===== config.mk =====
export PLATFORM = sky130hd
export DESIGN_NAME = bus_timer
export DESIGN_NICKNAME = d
export VERILOG_FILES = /design/src/rtl/bus_timer.sv
export SDC_FILE = /design/constraint.sdc
export NUM_CORES = 1
export LEC_CHECK = 0
export ABC_AREA = 1
export BUFFER_PORTS_ARGS = -buffer_cell sky130_fd_sc_hd__buf_4
export CAP_MARGIN = 20
export CORE_ASPECT_RATIO = 1.2
export CORE_MARGIN = 3
export CORE_UTILIZATION = 34
export DETAILED_ROUTE_END_ITERATION = 10
export PLACE_DENSITY_LB_ADDON = 0.25
export SYNTH_ARGS = -nofsm -noshare
export SYNTH_HDL_FRONTEND = slang
export SYNTH_SLANG_ARGS = --single-unit

===== constraint.sdc =====
create_clock -name clk_i -period 4.6 [get_ports clk_i]
set_clock_uncertainty 0.15 [all_clocks]
set_input_delay 0.92 -clock clk_i [delete_from_list [all_inputs] [get_ports clk_i]]
set_output_delay 0.92 -clock clk_i [all_outputs]
set_load 0.02 [all_outputs]

===== src/rtl/bus_timer.sv =====
// Memory-mapped 64-bit machine timer with prescaler, compare interrupt and
// a zero-wait-state word bus port; MTIME_HI reads come from a shadow latched on MTIME_LO reads.
module bus_timer #(
    parameter int AddressWidth = 32,
    parameter int DataWidth    = 32
) (
    input  logic                    clk_i,
    input  logic                    rst_ni,
    input  logic                    device_req_i,
    input  logic [AddressWidth-1:0] device_addr_i,
    input  logic                    device_we_i,
    input  logic [DataWidth-1:0]    device_wdata_i,
    output logic [DataWidth-1:0]    device_rdata_o,
    output logic                    timer_irq_o
);

    localparam logic [2:0] OffMtimeLo  = 3'd0;
    localparam logic [2:0] OffMtimeHi  = 3'd1;
    localparam logic [2:0] OffCmpLo    = 3'd2;
    localparam logic [2:0] OffCmpHi    = 3'd3;
    localparam logic [2:0] OffCtrl     = 3'd4;
    localparam logic [2:0] OffPrescale = 3'd5;

    logic [63:0] mtime;
    logic [63:0] cmp;
    logic [31:0] pcnt;
    logic [31:0] prescale;
    logic [31:0] shadow;
    logic        enable;

    logic [2:0]  offset;
    logic        write;
    logic        read;
    logic        tick;
    logic [31:0] rdata_next;
    logic        unused_addr;

    assign offset      = device_addr_i[4:2];
    assign unused_addr = ^{device_addr_i[AddressWidth-1:5], device_addr_i[1:0]};
    assign write       = device_req_i && device_we_i;
    assign read        = device_req_i && !device_we_i;
    assign tick        = enable && (pcnt == prescale);

    always_comb begin
        rdata_next = '0;
        case (offset)
            OffMtimeLo:  rdata_next = mtime[31:0];
            OffMtimeHi:  rdata_next = shadow;
            OffCmpLo:    rdata_next = cmp[31:0];
            OffCmpHi:    rdata_next = cmp[63:32];
            OffCtrl:     rdata_next = {31'd0, enable};
            OffPrescale: rdata_next = prescale;
            default:     rdata_next = '0;
        endcase
    end

    always_ff @(posedge clk_i or negedge rst_ni) begin
        if (!rst_ni) begin
            mtime          <= '0;
            pcnt           <= '0;
            shadow         <= '0;
            cmp            <= '1;
            enable         <= 1'b0;
            prescale       <= '0;
            device_rdata_o <= '0;
            timer_irq_o    <= 1'b0;
        end else begin
            // A bus write to either half replaces the increment entirely, so no carry leaks across.
            if (write && offset == OffMtimeLo) begin
                mtime <= {mtime[63:32], device_wdata_i};
            end else if (write && offset == OffMtimeHi) begin
                mtime <= {device_wdata_i, mtime[31:0]};
            end else if (tick) begin
                mtime <= mtime + 64'd1;
            end

            if (write && (offset == OffPrescale || offset == OffCtrl)) begin
                pcnt <= '0;
            end else if (enable) begin
                pcnt <= tick ? '0 : pcnt + 32'd1;
            end

            if (write && offset == OffCmpLo) cmp[31:0]  <= device_wdata_i;
            if (write && offset == OffCmpHi) cmp[63:32] <= device_wdata_i;
            if (write && offset == OffCtrl) enable <= device_wdata_i[0];
            if (write && offset == OffPrescale) prescale <= device_wdata_i;

            if (read && offset == OffMtimeLo) shadow <= mtime[63:32];

            device_rdata_o <= read ? rdata_next : '0;
            timer_irq_o    <= enable && (mtime >= cmp);
        end
    end

endmodule

### Word-level counts from Yosys, hierarchy flattened

Cells that the tools add are included.

* output and inout bits: 33
* flip-flop bits (word level): 258
* word-level logic and storage cells: 49
* input bits: 68

* bitwise gates (word level): 1
* order comparisons: 1
* add/subtract/negate cells: 2
* equality and inequality tests: 7
* reductions and logical operators: 20
* muxes and demuxes: 8

Operators with widths (count)
* $pmux 32 s6: 1
* $mux 32: 5
* $mux 64: 2
* $add 64x1->64 const B: 1
* $ge 64x64->1: 1
* $add 32x1->32 const B: 1
* $eq 32x32->1: 1
* $logic_and 1x1->1: 12
* $eq 3x2->1 const B: 2
* $eq 3x3->1 const B: 2
* $reduce_bool 2->1: 3
* $reduce_and 2->1: 2
* $eq 3x1->1 const B: 1
* $logic_not 3->1: 1
* $ne 2x2->1 const B: 1
* $logic_not 1->1: 1
* $logic_or 1x1->1: 1
* $not 1->1: 1

### Depth between registers and ports, before layout

Gate-level depths: netlist (run 1).

* depth after elaboration: 5
* depth in mapped cells: 14
* gate-level depth less buffers: 14

### Worst setup path after synthesis (run 1)

OpenSTA, ideal clock, no wires.

* kind: in2reg
* start: input device_addr_i[2]
* end: register mtime[24]
* buffers on the path: 2
* arrival: 2.041 ns
* stages: 10
* required time: 4.332 ns
* library setup time: 0.118 ns
* path slack: 2.291 ns
* cell sequence: buf_2 -> inv_1 -> nand2_2 -> nor2_4 -> inv_2 -> nand2_2 -> nand2_2 -> buf_2 -> nand2_1 -> nand2_1

* cells in the longest elaborated chain, start to end: 4
* elaborated cells between the ends (all ways): 8
* classes of those cells: eq/ne (2); mux (1); reduce/logical (5)

RTL lines
* start, declared: RTL line 10 `input logic [AddressWidth-1:0] device_addr_i,`
* $eq 3x1->1 or $logic_not 3->1 (tied branches): RTL line 71, 69
* $logic_and 1x1->1 (on tied branches): RTL line 71, 69
* $ne 2x2->1 (no source line) or $reduce_bool 2->1 (tied branches)
* $reduce_and 2->1 (no source line)
* end signal, assigned: RTL line 70 `mtime <= {mtime[63:32], device_wdata_i};`
* end signal, assigned: RTL line 72 `mtime <= {device_wdata_i, mtime[31:0]};`
* end signal, assigned: RTL line 74 `mtime <= mtime + 64'd1;`
* end, declared: RTL line 24 `logic [63:0] mtime;`

Parallel ways exist; a longest one is shown, timed or not.
A chain may end at the register's enable or synchronous reset.

### Final worst setup path (run 1)

* start: input device_addr_i[2]
* end: register mtime[57]

* cells in the longest elaborated chain, start to end: 4
* elaborated cells between the ends (all ways): 8
* classes of those cells: eq/ne (1); mux (1); bitwise (1); reduce/logical (5)

RTL lines (RTL line)
* $eq 3x1->1 or $logic_not 3->1 (tied branches): 71, 69
* $logic_and 1x1->1 (on tied branches): 71, 69
* $reduce_bool 2->1 (no source line) or $not 1->1 (tied branches)
* $reduce_and 2->1 (no source line)

Parallel ways exist; a longest one is shown, timed or not. The select of a mux whose other input is x is not followed.

==> flow_summary.yaml, run 1 <==
run_status:
  outcome: "completed"
drt:
  wl_um: 63700
  post_drt_wl_per_cell_um: 20.7
  drc: 0
  ant_nets: 0
  via_count: 16200
  drt_iter0_drc: 1647
  vias_per_cell: 5.26
  drtPass1Iterations: 5
sta:
  drv_slew: 0
  fmax_ghz: 0.317
  tightest_slew_ns: 0.970
  rsz0062_at_grt: "no"
  period_share: 0.685
  setup_viol: 0
  fin_setup_tns_ns: 0
  finalHoldViolations: 0
  slew_headroom: 0.348
  fin_crit_ns: 3.15
critical_path:
  crit_fanout: 36
  crit_path_end_kind: "register"
  startpoint: "device_addr_i[2]"
  cpPeakStageDelay_ns: 0.61
  cp.required_ns: 4.91
  crit_type: "primary input to register"
  path_buf_inv: 3
  r2r_setup_slack_ns: 1.59
  reg2reg_to: "mtime[56]"
  cp.arrival_ns: 3.46
  startpoint_type: "primary input"
  cp-endpoint: "mtime[57]"
  cpMaxStageDelayCell: "nand2_2"
  rr_worst_depth: 12
  crit_cells: 8
  critPathTopFamily: "simple AND/OR/NAND/NOR gates"
  worstPathCellList: "buf_4 > inv_1 > nand2_2 > nor2_4 > inv_2 > nand2_2 > nand2_1 > nand2_1"
  r2r-start: "mtime[1]"
logic_synthesis:
  synth-seq-cells: 258
  synth_nets: 2519
  yosys_most_used_dff: "dfrtp_1"
  ys_types: 43
  netlist_area_sq_um: 16400
  ys_async_sr_fraction: 1.00
  synth_simple_gate_area_frac: 0.335
  synth_cells: 2385
  synth_mux_area_frac: 0
  synth_edf_count: 0
  yosysSeqAreaShare: 0.400
  synthAdderAreaFrac: 0.0505
  yosys_warnings: 0
  synth_top_family_by_area: "simple AND/OR/NAND/NOR gates"
  synth_xor_xnor_area_share: 0.0150
  syn_avg_cell_area_sq_um: 6.86
  synth_compound_area_frac: 0.117
clock_network:
  cts_tree: "built"
  cts_hold_buf: 0
  htreeDepth: 1
  clkTransAtPathRegs_ns: 0.06
  cts-root-buf: "clkbuf_16"
  max-clock-path-buffers: 3
  cts_resized: 0
  clk_latency_ns: 0.58
  cts_setup_buffers: 0
  cts_made_buffers: 29
  clock-sinks: 258
flow_run:
  max_cap_viol_count: 0
pwr:
  power_density_nw_per_um2: 362
  vdd_drop_max_mv: 0.196
  p_leak_nw: 8.61
global_routing:
  grt_pass1_wl_um: 96400
  gr-total-overflow: 0
  grt_pass1_vias: 15600
  grt_max_degree: 88
  grt_usage: 0.251
  antenna_found_initial: 0
layout:
  drive_gt1_frac: 0.102
  instances_no_fill: 3077
  fin_nets: 2566
  syn_to_final_growth_pct: 13.6
  antenna_cells: 0
  layout_common_cells: "803 x nand2_1, 255 x inv_1, 251 x nor2_1, 215 x o21ai_0, 194 x dfrtp_1"
  final_common_cell: "nand2_1"
min_path:
  hold_path_class: "primary input to async pin"
floorplan:
  ios: 101
  fp.dieH_um: 246
  rows: 87
  die_x_um: 206
  dieArea_sq_um: 50800
  start_util: 0.346
  core_area_sq_um: 47200
place:
  place_congestion: 0.976
  hpwl_um: 49400
  placed_cells: 3023
  io_buffers: 71
flip-flops by register name, summed over array words and instances (netlist names):
signal	count
mtime	64
cmp	64
prescale	32
device_rdata_o	32
timer_irq_o	1
pcnt	32
shadow	32
enable	1
how the worst min path moves through the flow:
stage | startpoint | to | slack [ns] | depth (start not counted)
floorplan | shadow[0] | shadow[0] | 0.30 | 2
global placement | shadow[19] | shadow[19] | 0.32 | 2
detailed placement | shadow[13] | shadow[13] | 0.32 | 2
CTS | rst_ni | pcnt[28] | 0.17 | 1
global route | rst_ni | pcnt[31] | 0.20 | 1
finish | rst_ni | pcnt[28] | 0.16 | 1
per-stage QoR:
step / setup WS, ns / hold WS, ns / area (sq um) / total power [mW] / util
2_1_floorplan: 2.29 / 0.304 / 16400 / 3.75 / -
3_3_place_gp: 0.902 / 0.317 / 17600 / 4.26 / 0.372
3_5_place_dp: 0.889 / 0.325 / 17600 / 4.30 / 0.372
4_1_cts: 1.49 / 0.171 / 18600 / 6.77 / 0.393
5_1_grt: 1.22 / 0.203 / 18600 / 7.11 / 0.393
6_report: 1.45 / 0.164 / 18600 / 6.73 / 0.393
cells in the mapped netlist (18+ instances only):
library cell / count / area share
nand3_1: 150 / 0.046
nor2_1: 253 / 0.058
ha_1: 66 / 0.050
dfstp_2: 64 / 0.10
o21ai_0: 215 / 0.066
nand4_1: 46 / 0.018
a21oi_1: 48 / 0.015
o22ai_1: 38 / 0.015
a211oi_1: 26 / 0.012
dfrtp_1: 194 / 0.30
clkbuf_1: 54 / 0.012
inv_1: 255 / 0.059
nand2_1: 806 / 0.19
inv_2: 18 / 0.0041
nor3_1: 41 / 0.013
xor2_1: 20 / 0.011
worst register-to-register path, delay by kind of cell (launching register included):
| kind | cells | cell delay, ns |
|---|---|---|
| and+or+nand+nor | 10 | 1.66 |
| DFF | 1 | 0.50 |
| adders and majority gates | 1 | 0.33 |
| buffers and inverters | 1 | 0.26 |
area by class of cell:
cell class	instances	area [sq um]
Fill cell	5009	28700
Multi-Input combinational cell	1774	8480
Sequential cell	258	6540
Inverter	275	1030
Clock buffer	43	881
Tap cell	623	779
Timing Repair Buffer	94	758
Clock inverter	10	111
power by group:
part | switching (mW) | internal (mW)
clock | 1.02 | 1.44
combinational | 0.893 | 0.464
sequential | 0.285 | 2.63
kinds of logic after synthesis:
logic type                 count (synthesis)
and+or+nand+nor                         1332
buffers and inverters                    353
AOI/OAI and AO/OA                        348
DFF                                      258
adders and majority gates                 66
xor gates and xnor gates                  28
routing by layer:
| metal | GRT usage | wire length, um | part of all wire |
|---|---|---|---|
| met4 | 0.109 | 3110 | 0.049 |
| met5 | 0 | 0 | 0 |
| met1 | 0.331 | 27000 | 0.42 |
| met3 | 0.0309 | 3860 | 0.061 |
| met2 | 0.414 | 29800 | 0.47 |
Note: power is estimated with default switching activity, not from simulation.
==> run 2, diff against run 1 <==
--- a/config.mk
+++ b/config.mk
@@ -5,7 +5,7 @@
 export SDC_FILE = /design/constraint.sdc
 export NUM_CORES = 1
 export LEC_CHECK = 0
-export ABC_AREA = 1
+export ABC_AREA = 0
 export BUFFER_PORTS_ARGS = -buffer_cell sky130_fd_sc_hd__buf_4
 export CAP_MARGIN = 20
 export CORE_ASPECT_RATIO = 1.2
==> constraint.sdc (replaced) <==
create_clock -name clk_i -period 3 [get_ports clk_i]
set_clock_uncertainty 0.15 [all_clocks]
set_input_delay 0.6 -clock clk_i [delete_from_list [all_inputs] [get_ports clk_i]]
set_output_delay 0.6 -clock clk_i [all_outputs]
set_load 0.02 [all_outputs]
==> run 2 against run 1 <==
Total power rose by 76%. Worst setup slack got worse by 1.4 ns. Utilization rose by 2.5 points. Register-to-register slack got worse by 1.5 ns. Die area fell by 9.7%. Clock-buffer cell count fell by 4. Clock power rose by 57%. Critical endpoint is now timer_irq_o. Combinational power rose by 120%.
==> flow_summary.yaml, run 2 <==
floorplan:
  die_x_um: 196
  ios: 101
  core_area_sq_um: 42300
  rows: 82
  fp.dieH_um: 234
  start_util: 0.348
  dieArea_sq_um: 45900
min_path:
  worst_hold_startpoint: "device_wdata_i[16]"
  hold_depth: 3
  hold_path_class: "primary input to register"
clock_network:
  clock-sinks: 258
  cts_tree: "built"
  cts_made_buffers: 29
  htreeDepth: 1
  cts-root-buf: "clkbuf_16"
  clk_latency_ns: 0.56
  clkTransAtPathRegs_ns: 0.06
  max-clock-path-buffers: 3
critical_path:
  crit_type: "register to register"
  startpoint_type: "register"
  cp.arrival_ns: 3.26
  startpoint: "cmp[63]"
  crit_path_end_kind: "register"
  crit_fanout: 3
  rr_worst_depth: 11
  cp.required_ns: 3.35
  r2r-start: "cmp[63]"
  r2r_setup_slack_ns: 0.09
layout:
  final_common_cell: "dfrtp_1"
  layout_common_cells: "194 x dfrtp_1, 185 x buf_4, 138 x nor2_1, 124 x nand2_1, 96 x mux2_2"
  reg_top3: "cmp x64, mtime x64"
  fin_nets: 1795
  final_area_sq_um: 17700
  antenna_cells: 0
  instances_no_fill: 2229
  drive_gt1_frac: 0.254
  syn_to_final_growth_pct: 20.0
  post-route-util: 0.418
sta:
  fin_crit_ns: 2.91
  drv_slew: 0
  setup_viol: 0
  period_share: 0.970
  tightest_slew_ns: 0.779
  finalHoldViolations: 0
  rsz0062_at_grt: "no"
  setup_ws_ns: 0.0890
  fmax_ghz: 0.344
  slew_headroom: 0.479
  fin_setup_tns_ns: 0
place:
  hpwl_um: 37600
  place_worst_setup_slack_ns: 0.0506
  placed_area_sq_um: 16600
  place_congestion: 0.907
  io_buffers: 71
  placed_cells: 2174
logic_synthesis:
  synth_edf_count: 0
  synth-seq-cells: 258
  netlist_area_sq_um: 14700
  synth_cells: 1524
  yosys_warnings: 0
  synth_nets: 1658
  synth_top_cells_by_count: "194 x dfrtp_1, 141 x nor2_1, 126 x nand2_1"
  synth.most_common_cell: "dfrtp_1"
  yosysSeqAreaShare: 0.444
  syn_avg_cell_area_sq_um: 9.66
  yosys_most_used_dff: "dfrtp_1"
  ys_async_sr_fraction: 1.00
  synth_top_cell_area_share: 0.330
  yosysTopAreaCell: "dfrtp_1"
  ys_types: 63
  yosys-top-cells-area: "dfrtp_1 33%, dfstp_2 11%, mux2_2 7.3%"
flow_run:
  max_cap_viol_count: 0
global_routing:
  antenna_found_initial: 1
  grt_pass1_vias: 12500
  grt_max_degree: 73
  gr-total-overflow: 0
  grt_pass1_wl_um: 77900
  grt_usage: 0.220
drt:
  drt_iter0_drc: 1005
  wl_um: 50500
  via_count: 12700
  post_drt_wl_per_cell_um: 22.7
  vias_per_cell: 5.70
  drc: 0
  drtPass1Iterations: 5
  ant_nets: 0
pwr:
  switching_share: 0.319
  power_density_nw_per_um2: 669
  p_leak_nw: 7.41
  vdd_drop_max_mv: 0.474
  pwr-share-seq: 0.421
  p_int_mw: 8.04
  p_comb_frac: 0.253
  p_clk_frac: 0.326
  p_sw_mw: 3.78
run_status:
  outcome: "completed"
## run 2: changes by cell type after synthesis, sizes merged, moves of 38 or more
cell	delta
nand2	-685
inv	-184
o21ai	-139
nor2	-124
mux2	+96
nand3	-78
a22oi	+44
o22ai	-38
## run 2: power groups by stage
| stage | combinational (mW) | sequential [mW] | clock, mW |
|---|---|---|---|
| after global routing | 3.36 | 5.06 | 4.08 |
| final | 2.99 | 4.98 | 3.86 |
| after floorplan | 1.85 | 4.83 | 0 |
| after CTS | 2.99 | 4.96 | 3.93 |
| after detailed placement | 2.97 | 5.02 | 0 |
| after global placement | 2.89 | 5.00 | 0 |
## run 2: path summary, 6_finish.rpt
path / to
max: timer_irq_o
min: cmp[16]
max reg2reg: timer_irq_o
min reg2reg: cmp[48]
max in group asynchronous: cmp[61]
min in group asynchronous: shadow[5]
## run 2: timing repair
item	4_1_cts	5_1_grt
setup endpoints to repair	0	24
hold buffers	1	0
setup buffers	0	1
gates resized for setup	0	2
hold endpoints to repair	59	0
## run 2: routing by layer
| metal | global-route usage | wire length (um) | vias to the layer above |
|---|---|---|---|
| met5 | 0 | 13 | - |
| li1 | - | - | 5840 |
| met1 | 0.292 | 21500 | 6301 |
| met4 | 0.0965 | 2320 | 2 |
| met2 | 0.366 | 24000 | 446 |
| met3 | 0.0227 | 2750 | 114 |
## run 2: layout make-up
class | count | area [sq um]
Fill cell | 4130 | 24600
Clock buffer | 39 | 823
Multi-Input combinational cell | 1091 | 7580
Tap cell | 546 | 683
Sequential cell | 258 | 6540
Inverter | 89 | 334
Clock inverter | 14 | 200
Timing Repair Buffer | 192 | 1510
## run 2: cells by family after synthesis
family	after synthesis	share of synthesized area
xor gates and xnor gates	59	0.0351
muxes	109	0.0899
AOI/OAI and AO/OA	324	0.149
DFF	258	0.444
buffers and inverters	175	0.0446
adders and majority gates	66	0.0561
and+or+nand+nor	533	0.182
## run 2: critical path: stages (launching register included)
cell and delay, ns:
dfstp_2 0.53, inv_1 0.04, ha_1 0.28, nand4_1 0.19, nor3_1 0.34, buf_4 0.23, nand3_1 0.19, nor4_1 0.28
buf_4 0.18, nand3_1 0.07, o211ai_1 0.18, buf_4 0.16
## run 2: through the flow
stage	power [mW]	hold WS [ns]
2_1_floorplan	6.68	0.154
3_3_place_gp	7.89	0.333
3_5_place_dp	7.99	0.340
4_1_cts	11.9	0.127
5_1_grt	12.5	0.151
6_report	11.8	0.146
